<file path="src/rtl/polar_encoder.sv">
// Polar encoder: maps info bits onto the non-frozen positions of u, then
// runs the x = u * F^{(x)n} butterfly network one stage per clock and
// offers the codeword on a valid/ready output.
module polar_encoder #(
    parameter int N = 32,
    localparam int LOG2N = $clog2(N),
    localparam int KW = $clog2(N + 1)
) (
    input  logic          clk_i,
    input  logic          rst_ni,
    input  logic          valid_i,
    output logic          ready_o,
    input  logic [N-1:0]  frozen_i,
    input  logic [N-1:0]  info_i,
    output logic          valid_o,
    input  logic          ready_i,
    output logic [N-1:0]  x_o,
    output logic [KW-1:0] k_o
);

    // Stage counter only needs to reach LOG2N-1; keep at least one bit for N=2.
    localparam int SW = (LOG2N > 1) ? $clog2(LOG2N) : 1;

    typedef enum logic [1:0] {
        IDLE,
        ENC,
        DONE
    } state_t;

    state_t          state;
    logic [SW-1:0]   stage;
    logic [N-1:0]    x_q;
    logic [N-1:0]    u_map;
    logic [KW-1:0]   k_map;
    logic [N-1:0]    x_next;
    logic [N-1:0]    partner;
    logic [N-1:0]    upper_mask;
    logic            last_stage;

    // Scatter info bits in order onto the non-frozen positions; the running
    // count doubles as K. Info bits beyond K are simply never selected.
    always_comb begin
        u_map = '0;
        k_map = '0;
        for (int j = 0; j < N; j++) begin
            if (!frozen_i[j]) begin
                u_map[j] = info_i[k_map[LOG2N-1:0]];
                k_map = k_map + KW'(1);
            end
        end
    end

    // One butterfly stage: every index with bit s clear absorbs its partner
    // 2^s positions above it.
    always_comb begin
        x_next     = x_q;
        partner    = '0;
        upper_mask = '0;
        for (int s = 0; s < LOG2N; s++) begin
            if (stage == SW'(s)) begin
                partner = x_q >> (1 << s);
                for (int i = 0; i < N; i++) begin
                    upper_mask[i] = ((i & (1 << s)) == 0);
                end
                x_next = x_q ^ (partner & upper_mask);
            end
        end
    end

    assign last_stage = (stage == SW'(LOG2N - 1));
    assign x_o        = x_q;

    // Control FSM with registered handshake outputs; the x register is
    // reused as the in-place butterfly working storage.
    always_ff @(posedge clk_i or negedge rst_ni) begin
        if (!rst_ni) begin
            state   <= IDLE;
            stage   <= '0;
            x_q     <= '0;
            k_o     <= '0;
            ready_o <= 1'b1;
            valid_o <= 1'b0;
        end else begin
            case (state)
                IDLE: begin
                    if (valid_i && ready_o) begin
                        x_q     <= u_map;
                        k_o     <= k_map;
                        stage   <= '0;
                        ready_o <= 1'b0;
                        state   <= ENC;
                    end
                end
                ENC: begin
                    x_q <= x_next;
                    if (last_stage) begin
                        stage   <= '0;
                        valid_o <= 1'b1;
                        state   <= DONE;
                    end else begin
                        stage <= stage + SW'(1);
                    end
                end
                DONE: begin
                    if (ready_i) begin
                        valid_o <= 1'b0;
                        ready_o <= 1'b1;
                        state   <= IDLE;
                    end
                end
                default: begin
                    state   <= IDLE;
                    stage   <= '0;
                    valid_o <= 1'b0;
                    ready_o <= 1'b1;
                end
            endcase
        end
    end

endmodule

</file>
<file path="config.mk">
export PLATFORM = sky130hd
export DESIGN_NAME = polar_encoder
export DESIGN_NICKNAME = d
export VERILOG_FILES = /design/src/rtl/polar_encoder.sv
export SDC_FILE = /design/constraint.sdc
export NUM_CORES = 1
export LEC_CHECK = 0
export ABC_AREA = 0
export CAP_MARGIN = 20
export CORE_ASPECT_RATIO = 0.6
export CORE_MARGIN = 5
export CORE_UTILIZATION = 40
export DETAILED_ROUTE_END_ITERATION = 8
export DONT_BUFFER_PORTS = 1
export HOLD_SLACK_MARGIN = 0.12
export PLACE_DENSITY = 0.53
export SETUP_SLACK_MARGIN = 0.02
export SLEW_MARGIN = 20
export SYNTH_ARGS = -nofsm -noshare
export SYNTH_HDL_FRONTEND = slang
export SYNTH_SLANG_ARGS = --single-unit
</file>
<file path="constraint.sdc">
create_clock -name clk_i -period 3.4 [get_ports clk_i]
set_clock_uncertainty 0.05 [all_clocks]
set_input_delay 0.34 -clock clk_i [delete_from_list [all_inputs] [get_ports clk_i]]
set_output_delay 0.34 -clock clk_i [all_outputs]
set_load 0.02 [all_outputs]
</file>
# Word-level counts from Yosys, hierarchy flattened
# Cells that the tools add are included.
# op_classes
n_addsub	32
mul	0
div_mod_pow	0
order_cmp	31
eq_ne	10
n_shift	0
n_mux	146
bitwise_logic	8
n_reduce_logical	10
# op_table
op	count
32-bit 2-to-1 mux	6
6-bit by 1-bit adder with 6-bit output (second input constant)	31
5-bit by 6-bit < comparator with 1-bit output (second input constant)	31
6-bit 2-to-1 mux	31
1-bit binary-select mux with 5-bit select	31
1-bit 2-to-1 mux	68
32-bit case mux with 2 select lines	1
32-bit by 16-bit bitwise XOR with 32-bit output	1
32-bit by 24-bit bitwise XOR with 32-bit output	1
32-bit by 28-bit bitwise XOR with 32-bit output	1
32-bit by 30-bit bitwise XOR with 32-bit output	1
32-bit by 31-bit bitwise XOR with 32-bit output	1
3-bit AND reduction	4
3-bit case mux with 3 select lines	1
3-bit by 2-bit == test with 1-bit output (second input constant)	2
2-bit 2-to-1 mux	3
3-bit 2-to-1 mux	2
2-bit inequality test (second input constant)	3
6-bit inequality test (second input constant)	1
1-bit case mux with 3 select lines	2
2-bit case mux with 3 select lines	1
2-bit AND reduction	2
3-bit by 1-bit adder with 3-bit output (second input constant)	1
3-bit by 1-bit == test with 1-bit output (second input constant)	1
other kinds (8)	10
# word_totals
ff_bits	45
latchBits	0
ram_bits	0
romBits	0
in_bits	68
out_inout_bits	40
word_cells	243
n_memories	0

# Logic depth before layout (Yosys ltp)
# Gate-level depths: netlist of the first run.
# logic_depth
word_depth	66
depth_mapped	119
depth_no_buf	105

# Worst setup path after synthesis of the first run
# OpenSTA, ideal clock, no wires.
# synth_timing
path_type	input to register
from	in frozen_i[0]
to	reg x_q[31] (netlist: x_o[31])
setup_ns	0.124
arrival_time_ns	26.661
t_required_ns	3.226
slack_ns	-23.435
cell_stages	118
path_buffers	14
path_cell_list	inv_1 > ha_1 > xor2_1 > inv_2 > ha_1 > xor2_1 > nor2_1 > a21oi_1 > ha_1 > a21oi_1 > nand3_1 > ha_1 > nor2_1 > nor2_1 > ha_1 > nor2_1 > a21oi_1 > o21ai_0 > [82 not listed] > ha_1 > inv_1 > o221ai_1 > ha_1 > mux2_2 > clkbuf_1 > ha_1 > mux2i_1 > inv_2 > ha_1 > nor2_1 > a21o_1 > inv_2 > mux4_2 > mux2_2 > o21ai_0 > a21oi_1 > a211o_1
# synth_between
elab_chain_len	66
# synth_rtl
item	line_no	rtl
from (decl)	13	input logic [N-1:0] frozen_i,
1-bit 2-to-1 mux (*)	46	if (!frozen_i[j]) begin
6-bit by 1-bit adder with 6-bit output	48	k_map = k_map + KW'(1);
6-bit 2-to-1 mux (*)	46	
6-bit by 1-bit adder with 6-bit output	48	
6-bit 2-to-1 mux (*)	46	
6-bit by 1-bit adder with 6-bit output	48	
6-bit 2-to-1 mux (*)	46	
6-bit by 1-bit adder with 6-bit output	48	
[50 not listed]	n/a	
6-bit 2-to-1 mux (*)	46	
6-bit by 1-bit adder with 6-bit output	48	
6-bit 2-to-1 mux (*)	46	
1-bit binary-select mux with 5-bit select (*)	47	u_map[j] = info_i[k_map[LOG2N-1:0]];
1-bit 2-to-1 mux (not written as such) (*)	47	
1-bit 2-to-1 mux (*)	46	
32-bit 2-to-1 mux (*)	86	if (valid_i && ready_o) begin
32-bit case mux with 2 select lines (*)	84	case (state)
to (signal assigned)	87	x_q <= u_map;
to (signal assigned)	95	x_q <= x_next;
to (decl)	32	logic [N-1:0] x_q;
# Mark *: on every way between the ends. The rest lies on a longest branch, timed or not. The select of a mux whose other input is x is not followed.
# A chain may end at the register's enable or synchronous reset.

# Worst setup path after layout of the first run
# layout_timing
from	in frozen_i[1]
to	reg x_q[31] (netlist: x_o[31])
# layout_between
elab_chain_len	64
# layout_rtl
item	line_no
6-bit 2-to-1 mux (*)	46
6-bit by 1-bit adder with 6-bit output	48
6-bit 2-to-1 mux (*)	46
6-bit by 1-bit adder with 6-bit output	48
6-bit 2-to-1 mux (*)	46
6-bit by 1-bit adder with 6-bit output	48
6-bit 2-to-1 mux (*)	46
6-bit by 1-bit adder with 6-bit output	48
[48 not listed]	n/a
6-bit 2-to-1 mux (*)	46
6-bit by 1-bit adder with 6-bit output	48
6-bit 2-to-1 mux (*)	46
1-bit binary-select mux with 5-bit select (*)	47
1-bit 2-to-1 mux (not written as such) (*)	47
1-bit 2-to-1 mux (*)	46
32-bit 2-to-1 mux (*)	86
32-bit case mux with 2 select lines (*)	84
# Marks and branches as above.

==> results of run 1 <==
## worst reg2reg max path, stage by stage, from the launching register on
cell                      delay [ns]
sky130_fd_sc_hd__dfrtp_1        0.41
sky130_fd_sc_hd__inv_1          0.08
sky130_fd_sc_hd__ha_1           0.25
sky130_fd_sc_hd__nand2_1        0.10
sky130_fd_sc_hd__buf_4          0.31
sky130_fd_sc_hd__nand2_1        0.38
sky130_fd_sc_hd__nor3_1         0.67
sky130_fd_sc_hd__buf_4          0.26
sky130_fd_sc_hd__a31oi_1        0.09
sky130_fd_sc_hd__o22a_1         0.22
## state kept, by name, indices dropped and copies added (netlist names)
| register | cells |
|---|---|
| k_o | 6 |
| x_o | 32 |
| state | 2 |
| stage | 3 |
| valid_o | 1 |
| ready_o | 1 |
## per-layer routing
metal / track usage (%) / up-vias / wire length, µm
met4: 9.23 / 0 / 2440
met1: 48.8 / 9131 / 33000
li1: - / 8134 / -
met3: 9.66 / 204 / 9970
met2: 45.5 / 1253 / 31000
met5: 0 / - / 0
## placed cells by master (no fill, tap or decap), drive strengths merged, types with 9 or more instances in the layout
cell type	n
a211o	11
a211oi	74
a21oi	130
a221o	9
a22oi	9
a311oi	32
a31oi	40
and2	28
and3	26
buf	484
dfrtp	44
ha	35
inv	48
mux2	27
mux2i	172
mux4	106
nand2	265
nand2b	19
nand3	48
nor2	126
nor2b	66
nor3	39
nor4	11
o211ai	20
o21ai	79
o221ai	11
o22ai	16
or3	9
xnor2	121
xnor3	11
xor2	60
## worst min path at each step
| stage | depth (start not counted) | to |
|---|---|---|
| 6_report | 2 | state[1]$_DFFE_PN0P_ |
| 4_1_cts | 2 | state[1]$_DFFE_PN0P_ |
| 3_3_place_gp | 0 | x_o[1]$_DFFE_PN0P_ |
| 5_1_grt | 2 | k_o[0]$_DFFE_PN0P_ |
| 3_5_place_dp | 0 | x_o[1]$_DFFE_PN0P_ |
| 2_1_floorplan | 0 | k_o[0]$_DFFE_PN0P_ |
## final cells by class
cell class	instances	area, µm²
clock inverters	3	21.3
inverters	51	230
well taps	522	653
clock buffers	5	125
fillers	3506	16800
flip-flops and latches	45	1130
repair buffers	489	4150
multi-input cells	1724	16100
## cell families (layout without fill, tap and decap cells)
group	count (synthesis)	after routing
compound gates	502	502
buf+inv	268	548
simple gates	685	685
flops	45	45
xor+xnor	194	194
fa+ha+maj	38	38
mux	305	305
## through the flow
step	cell area [µm²]	TNS (ns)
floorplan	17000	-303.07
global placement	19500	-254.81
detailed placement	19500	-262.09
CTS	21200	-243.88
global route	22400	-261.49
finish	22400	-248.22
## repair_timing
action                                  in CTS  in global routing
hold buffers                                 6                  0
hold endpoints to repair                    49                  0
pin swaps                                   87                110
cloned                                       1                  0
gates resized for setup                    204                182
endpoints found under the setup margin      31                 31
setup buffers                               74                 57
==> impl_metrics.py, run 1 <==
metrics = {
    "run_status": {
        "outcome": "finished with violations",
        "failed_checks": "negative setup slack",
    },
    "synth": {
        "asyncSetResetFlopFracSynth_pct": 100,
        "synth_mux_area_share_pct": 27.7,
        "syn_area_um2": 15900,
        "synth_fa_ha_area_share_pct": 2.94,
        "number_of_synthesized_register_bits": 45,
        "post_synth_and_or_nand_nor_area_fraction_pct": 20.8,
        "synth.largest_area_cell": "sky130_fd_sc_hd__mux4_2",
        "area_share_of_the_largest_cell_type_after_synthesis_pct": 15.0,
        "synth_common_cells": "sky130_fd_sc_hd__nand2_1, sky130_fd_sc_hd__clkbuf_1, sky130_fd_sc_hd__mux2i_1",
        "post-synth-top-count-cell": "sky130_fd_sc_hd__nand2_1",
        "post_synthesis_cell_type_count": 95,
        "post_synthesis_sequential_area_ratio_pct": 7.08,
        "mappedNetlistNets": 2140,
        "postSynthCellCount": 2037,
        "synth_edf_count": 0,
        "synth_top_family_by_area": "multiplexers",
        "leading_register_cell_type_out_of_synthesis": "sky130_fd_sc_hd__dfrtp_1",
        "synth-compound-area-share_pct": 21.4,
        "yosysWarnings": 0,
        "synth_area_per_cell_um2": 7.81,
        "yosys-top-cells-area": "sky130_fd_sc_hd__mux4_2, sky130_fd_sc_hd__mux2i_1, sky130_fd_sc_hd__dfrtp_1",
        "fraction_of_synthesized_cell_area_in_xor_and_xnor_cells_pct": 13.5,
    },
    "timing": {
        "worst_slew_margin_rel_pct": 39.1,
        "rsz_0062_raised_after_global_routing": "yes",
        "finalHoldViolCount": 0,
        "postLayoutSetupSlackWorst_ns": -13.22,
        "holdWs_ns": 0.174,
        "final-max-slew-violation-count": 0,
        "final-setup-viol-count": 31,
        "timing.final.crit_share_pct": 489,
        "period_minus_slack_ns": 16.62,
        "timing_worst_slew_pin_value_ns": 0.910,
        "max_freq_mhz": 60.2,
    },
    "floorplan": {
        "die_h_um": 165,
        "rows": 56,
        "num_io_pins": 108,
        "floorplan.initialDensity_pct": 40.6,
        "chipWidth_um": 268,
        "floorplan.core_area_um2": 39200,
        "die_area_um2": 44000,
    },
    "clock_tree": {
        "worstSkewPairLatency_ns": 0.32,
        "clockRootBuffer": "sky130_fd_sc_hd__clkbuf_16",
        "cts.htree.levels": 2,
        "cts.sinks": 45,
        "clockBufferDepth": 2,
        "tritoncts": "done",
        "path_clk_slew_ns": 0.07,
        "number_of_clock_buffers_inserted_by_tritoncts": 5,
    },
    "placement": {
        "detailedPlacementHpwl_um": 50300,
        "setup_slack_after_placement_ns": -13.75,
        "buffer_ports.inserted": 0,
        "gpl_congestion": 1.02,
        "post-place-cells": 2719,
    },
    "grt": {
        "wire_length_of_the_first_global_routing_pass_um": 111000,
        "antenna_found_initial": 2,
        "globalRouteTotalUtil_pct": 32.7,
        "number_of_global_route_vias_before_repair": 17500,
        "grt_overflow_total": 0,
        "grt_max_degree": 46,
    },
    "setup_path": {
        "cp_slowest_cell": "sky130_fd_sc_hd__mux4_2",
        "timing.rr.end": "x_o[29]$_DFFE_PN0P_",
        "ff2ff_path_depth": 9,
        "critPathTopFamily": "adder cells",
        "critPathLaunchType": "input pin",
        "critical_path_depth": 105,
        "cp.required_ns": 3.54,
        "crit_path_max_fanout": 7,
        "critical_path.most_common_cell": "sky130_fd_sc_hd__ha_4",
        "critical_path_class": "input pin to flop",
        "critical_path.endpoint": "x_o[31]$_DFFE_PN0P_",
        "reg2reg_slack_ns": 0.46,
        "timing.critical_path.to_type": "flop",
        "cp.buffers_inverters": 17,
        "critical_path.startpoint": "frozen_i[1]",
        "crit-reg2reg-launch": "stage[0]$_DFFE_PN0P_",
        "timing.critical_path.arrival_ns": 16.76,
        "max_stage_delay_ns": 0.50,
    },
    "routing": {
        "detail_route.iter0.violations": 2466,
        "drt-vias-per-instance": 6.59,
        "detailroute.via_count": 18700,
        "route.detailed.wl_per_inst_um": 26.9,
        "drt_drc_violations_left": 0,
        "totalWireLength_um": 76500,
        "detail_route.first_pass.iterations": 6,
        "detail-route-antenna-nets": 0,
    },
    "layout": {
        "design.final.nets": 2419,
        "ant_diodes": 0,
        "layout-drive-gt1-share_pct": 42.0,
        "stdcell_count": 2839,
        "synthToLayoutAreaGrowth_pct": 40.6,
        "postLayoutCoreUtil_pct": 57.1,
    },
    "worst_hold_path": {
        "worst_hold_path_type": "input pin to flop",
        "min_from": "ready_i",
    },
    "job": {
        "timing.max_cap.violations": 0,
    },
}
Power of run 1 is not shown: default switching activity piles up to over one toggle a cycle in this logic, so the estimate is an artifact.
==> run 2: changes to the inputs <==
Clock period 3.4 ns to 21.1 ns, I/O delays scaled along.
==> run 2 against run 1 <==
  * The run now ends clean
  * Cell area down 23%
  * Non-clock buffer count down 422
  * Worst setup slack better by 14 ns
  * First-iteration DRC count up 1.6%
  * Die area unchanged
  * Critical endpoint unchanged
==> impl_metrics.py, run 2 (synthesis gave the netlist of run 1 again) <==
metrics = {
    "job": {
        "timing.max_cap.violations": 0,
    },
    "layout": {
        "commonest_cells_after_routing_fill_and_taps_aside": "sky130_fd_sc_hd__nand2_1, sky130_fd_sc_hd__mux2i_1, sky130_fd_sc_hd__a21oi_1",
        "design.final.nets": 1997,
        "mostFrequentLayoutCell": "sky130_fd_sc_hd__nand2_1",
        "ant_diodes": 0,
        "largest_register_ff_count": 32,
        "layout.cell_area.non_filler_um2": 17100,
        "synthToLayoutAreaGrowth_pct": 7.71,
        "stdcell_count": 2417,
        "layout-drive-gt1-share_pct": 18.2,
    },
    "floorplan": {
        "chipWidth_um": 268,
        "num_io_pins": 108,
        "rows": 56,
        "floorplan.core_area_um2": 39200,
        "die_h_um": 165,
        "floorplan.initialDensity_pct": 40.6,
        "die_area_um2": 44000,
    },
    "placement": {
        "post-place-cells": 2390,
        "setup_slack_after_placement_ns": -0.780,
        "gpl_congestion": 0.938,
        "buffer_ports.inserted": 0,
        "placed_area_um2": 16800,
        "detailedPlacementHpwl_um": 45900,
    },
    "worst_hold_path": {
        "number_of_cells_on_the_worst_hold_path": 1,
        "worst_hold_path_type": "flop to flop",
        "min_from": "stage[1]$_DFFE_PN0P_",
        "hold_path_end": "stage[1]$_DFFE_PN0P_",
    },
    "clock_tree": {
        "cts.htree.levels": 2,
        "worstSkewPairLatency_ns": 0.31,
        "number_of_clock_buffers_inserted_by_tritoncts": 5,
        "clockBufferDepth": 2,
        "clockRootBuffer": "sky130_fd_sc_hd__clkbuf_16",
        "path_clk_slew_ns": 0.08,
        "holdBufCountCts": 0,
        "tritoncts": "done",
        "cts.sinks": 45,
    },
    "routing": {
        "drt-vias-per-instance": 6.91,
        "route.detailed.wl_per_inst_um": 29.0,
        "detail_route.iter0.violations": 2506,
        "drt_drc_violations_left": 0,
        "detail-route-antenna-nets": 0,
        "detailroute.via_count": 16700,
        "totalWireLength_um": 70100,
        "detail_route.first_pass.iterations": 6,
    },
    "grt": {
        "wire_length_of_the_first_global_routing_pass_um": 102000,
        "grt_overflow_total": 0,
        "grt_max_degree": 51,
        "globalRouteTotalUtil_pct": 30.3,
        "antenna_found_initial": 0,
        "number_of_global_route_vias_before_repair": 15100,
    },
    "timing": {
        "finalHoldViolCount": 0,
        "fin_setup_tns_ns": 0,
        "worst_slew_margin_rel_pct": 31.7,
        "rsz_0062_raised_after_global_routing": "no",
        "max_freq_mhz": 49.6,
        "timing_worst_slew_pin_value_ns": 1.02,
        "period_minus_slack_ns": 20.17,
        "postLayoutSetupSlackWorst_ns": 0.928,
        "timing.final.crit_share_pct": 95.6,
        "final-max-slew-violation-count": 0,
        "final-setup-viol-count": 0,
    },
    "setup_path": {
        "crit_path_max_fanout": 18,
        "timing.critical_path.to_type": "flop",
        "timing.rr.end": "x_o[30]$_DFFE_PN0P_",
        "crit-reg2reg-launch": "state[1]$_DFFE_PN0P_",
        "cp_slowest_cell": "sky130_fd_sc_hd__mux4_2",
        "max_stage_delay_ns": 0.53,
        "reg2reg_slack_ns": 17.85,
        "ff2ff_path_depth": 9,
        "cp.required_ns": 21.24,
        "critPathLaunchType": "input pin",
        "critical_path_class": "input pin to flop",
        "timing.critical_path.arrival_ns": 20.31,
        "critical_path.most_common_cell": "sky130_fd_sc_hd__ha_4",
    },
    "run_status": {
        "outcome": "complete, no violations",
    },
}
==> run 2: changes by cell type in the layout (fill, tap and decap cells not counted), sizes merged <==
cell	previous run	this run
inv	48	47
buf	484	67
clkinv	5	6
dlygate4sd3	5	0
==> run 2: worst max-delay path, delay by kind of cell <==
| family | cells | cell delay (ns) |
|---|---|---|
| AND/OR/NAND/NOR | 21 | 2.10 |
| AO/OA/AOI/OAI | 32 | 5.42 |
| multiplexers | 5 | 1.47 |
| XOR/XNOR | 2 | 0.35 |
| buffers and inverters | 18 | 1.81 |
| adder cells (fa/ha/maj) | 28 | 6.95 |
==> run 2: worst max path at each step <==
stage / start / endpoint / slack (ns)
final: frozen_i[0] / x_o[31]$_DFFE_PN0P_ / 0.93
after global routing: frozen_i[0] / x_o[31]$_DFFE_PN0P_ / 0.03
after global placement: frozen_i[0] / x_o[31]$_DFFE_PN0P_ / -0.41
after floorplan: frozen_i[0] / x_o[31]$_DFFE_PN0P_ / -1.07
after detailed placement: frozen_i[0] / k_o[5]$_DFFE_PN0P_ / -0.78
after CTS: frozen_i[0] / x_o[31]$_DFFE_PN0P_ / 0.19
==> run 2: area by class of cell <==
cell class / count / area [µm²]
clock buffers: 5 / 125
clock inverters: 3 / 21.3
well taps: 522 / 653
repair buffers: 67 / 527
multi-input cells: 1724 / 14500
fillers: 3834 / 22000
inverters: 51 / 240
flip-flops and latches: 45 / 1130
==> run 2: repair_timing <==
| action | in CTS | in global routing |
|---|---|---|
| setup buffers | 1 | 17 |
| pin swaps | 1 | 6 |
| gates resized for setup | 4 | 13 |
| cloned | 0 | 0 |
| endpoints found under the setup margin | 5 | 8 |
| endpoints found under the hold margin | 0 | 0 |
==> run 2: metal layers <==
metal / vias up / global-route usage (%) / share of wire [%]
li1: 7299 / - / -
met1: 8025 / 46.7 / 44
met2: 1232 / 41.4 / 40
met3: 136 / 8.78 / 14
met4: 0 / 6.97 / 2.6
met5: - / 0 / 0
==> run 2: metrics by stage <==
step,util [%],hold slack [ns]
global placement,42.8,0.499
floorplan,-,0.464
CTS,43.2,0.535
global route,43.8,0.572
detailed placement,42.8,0.519
finish,43.8,0.540
Power of run 2 is left out for the same reason.
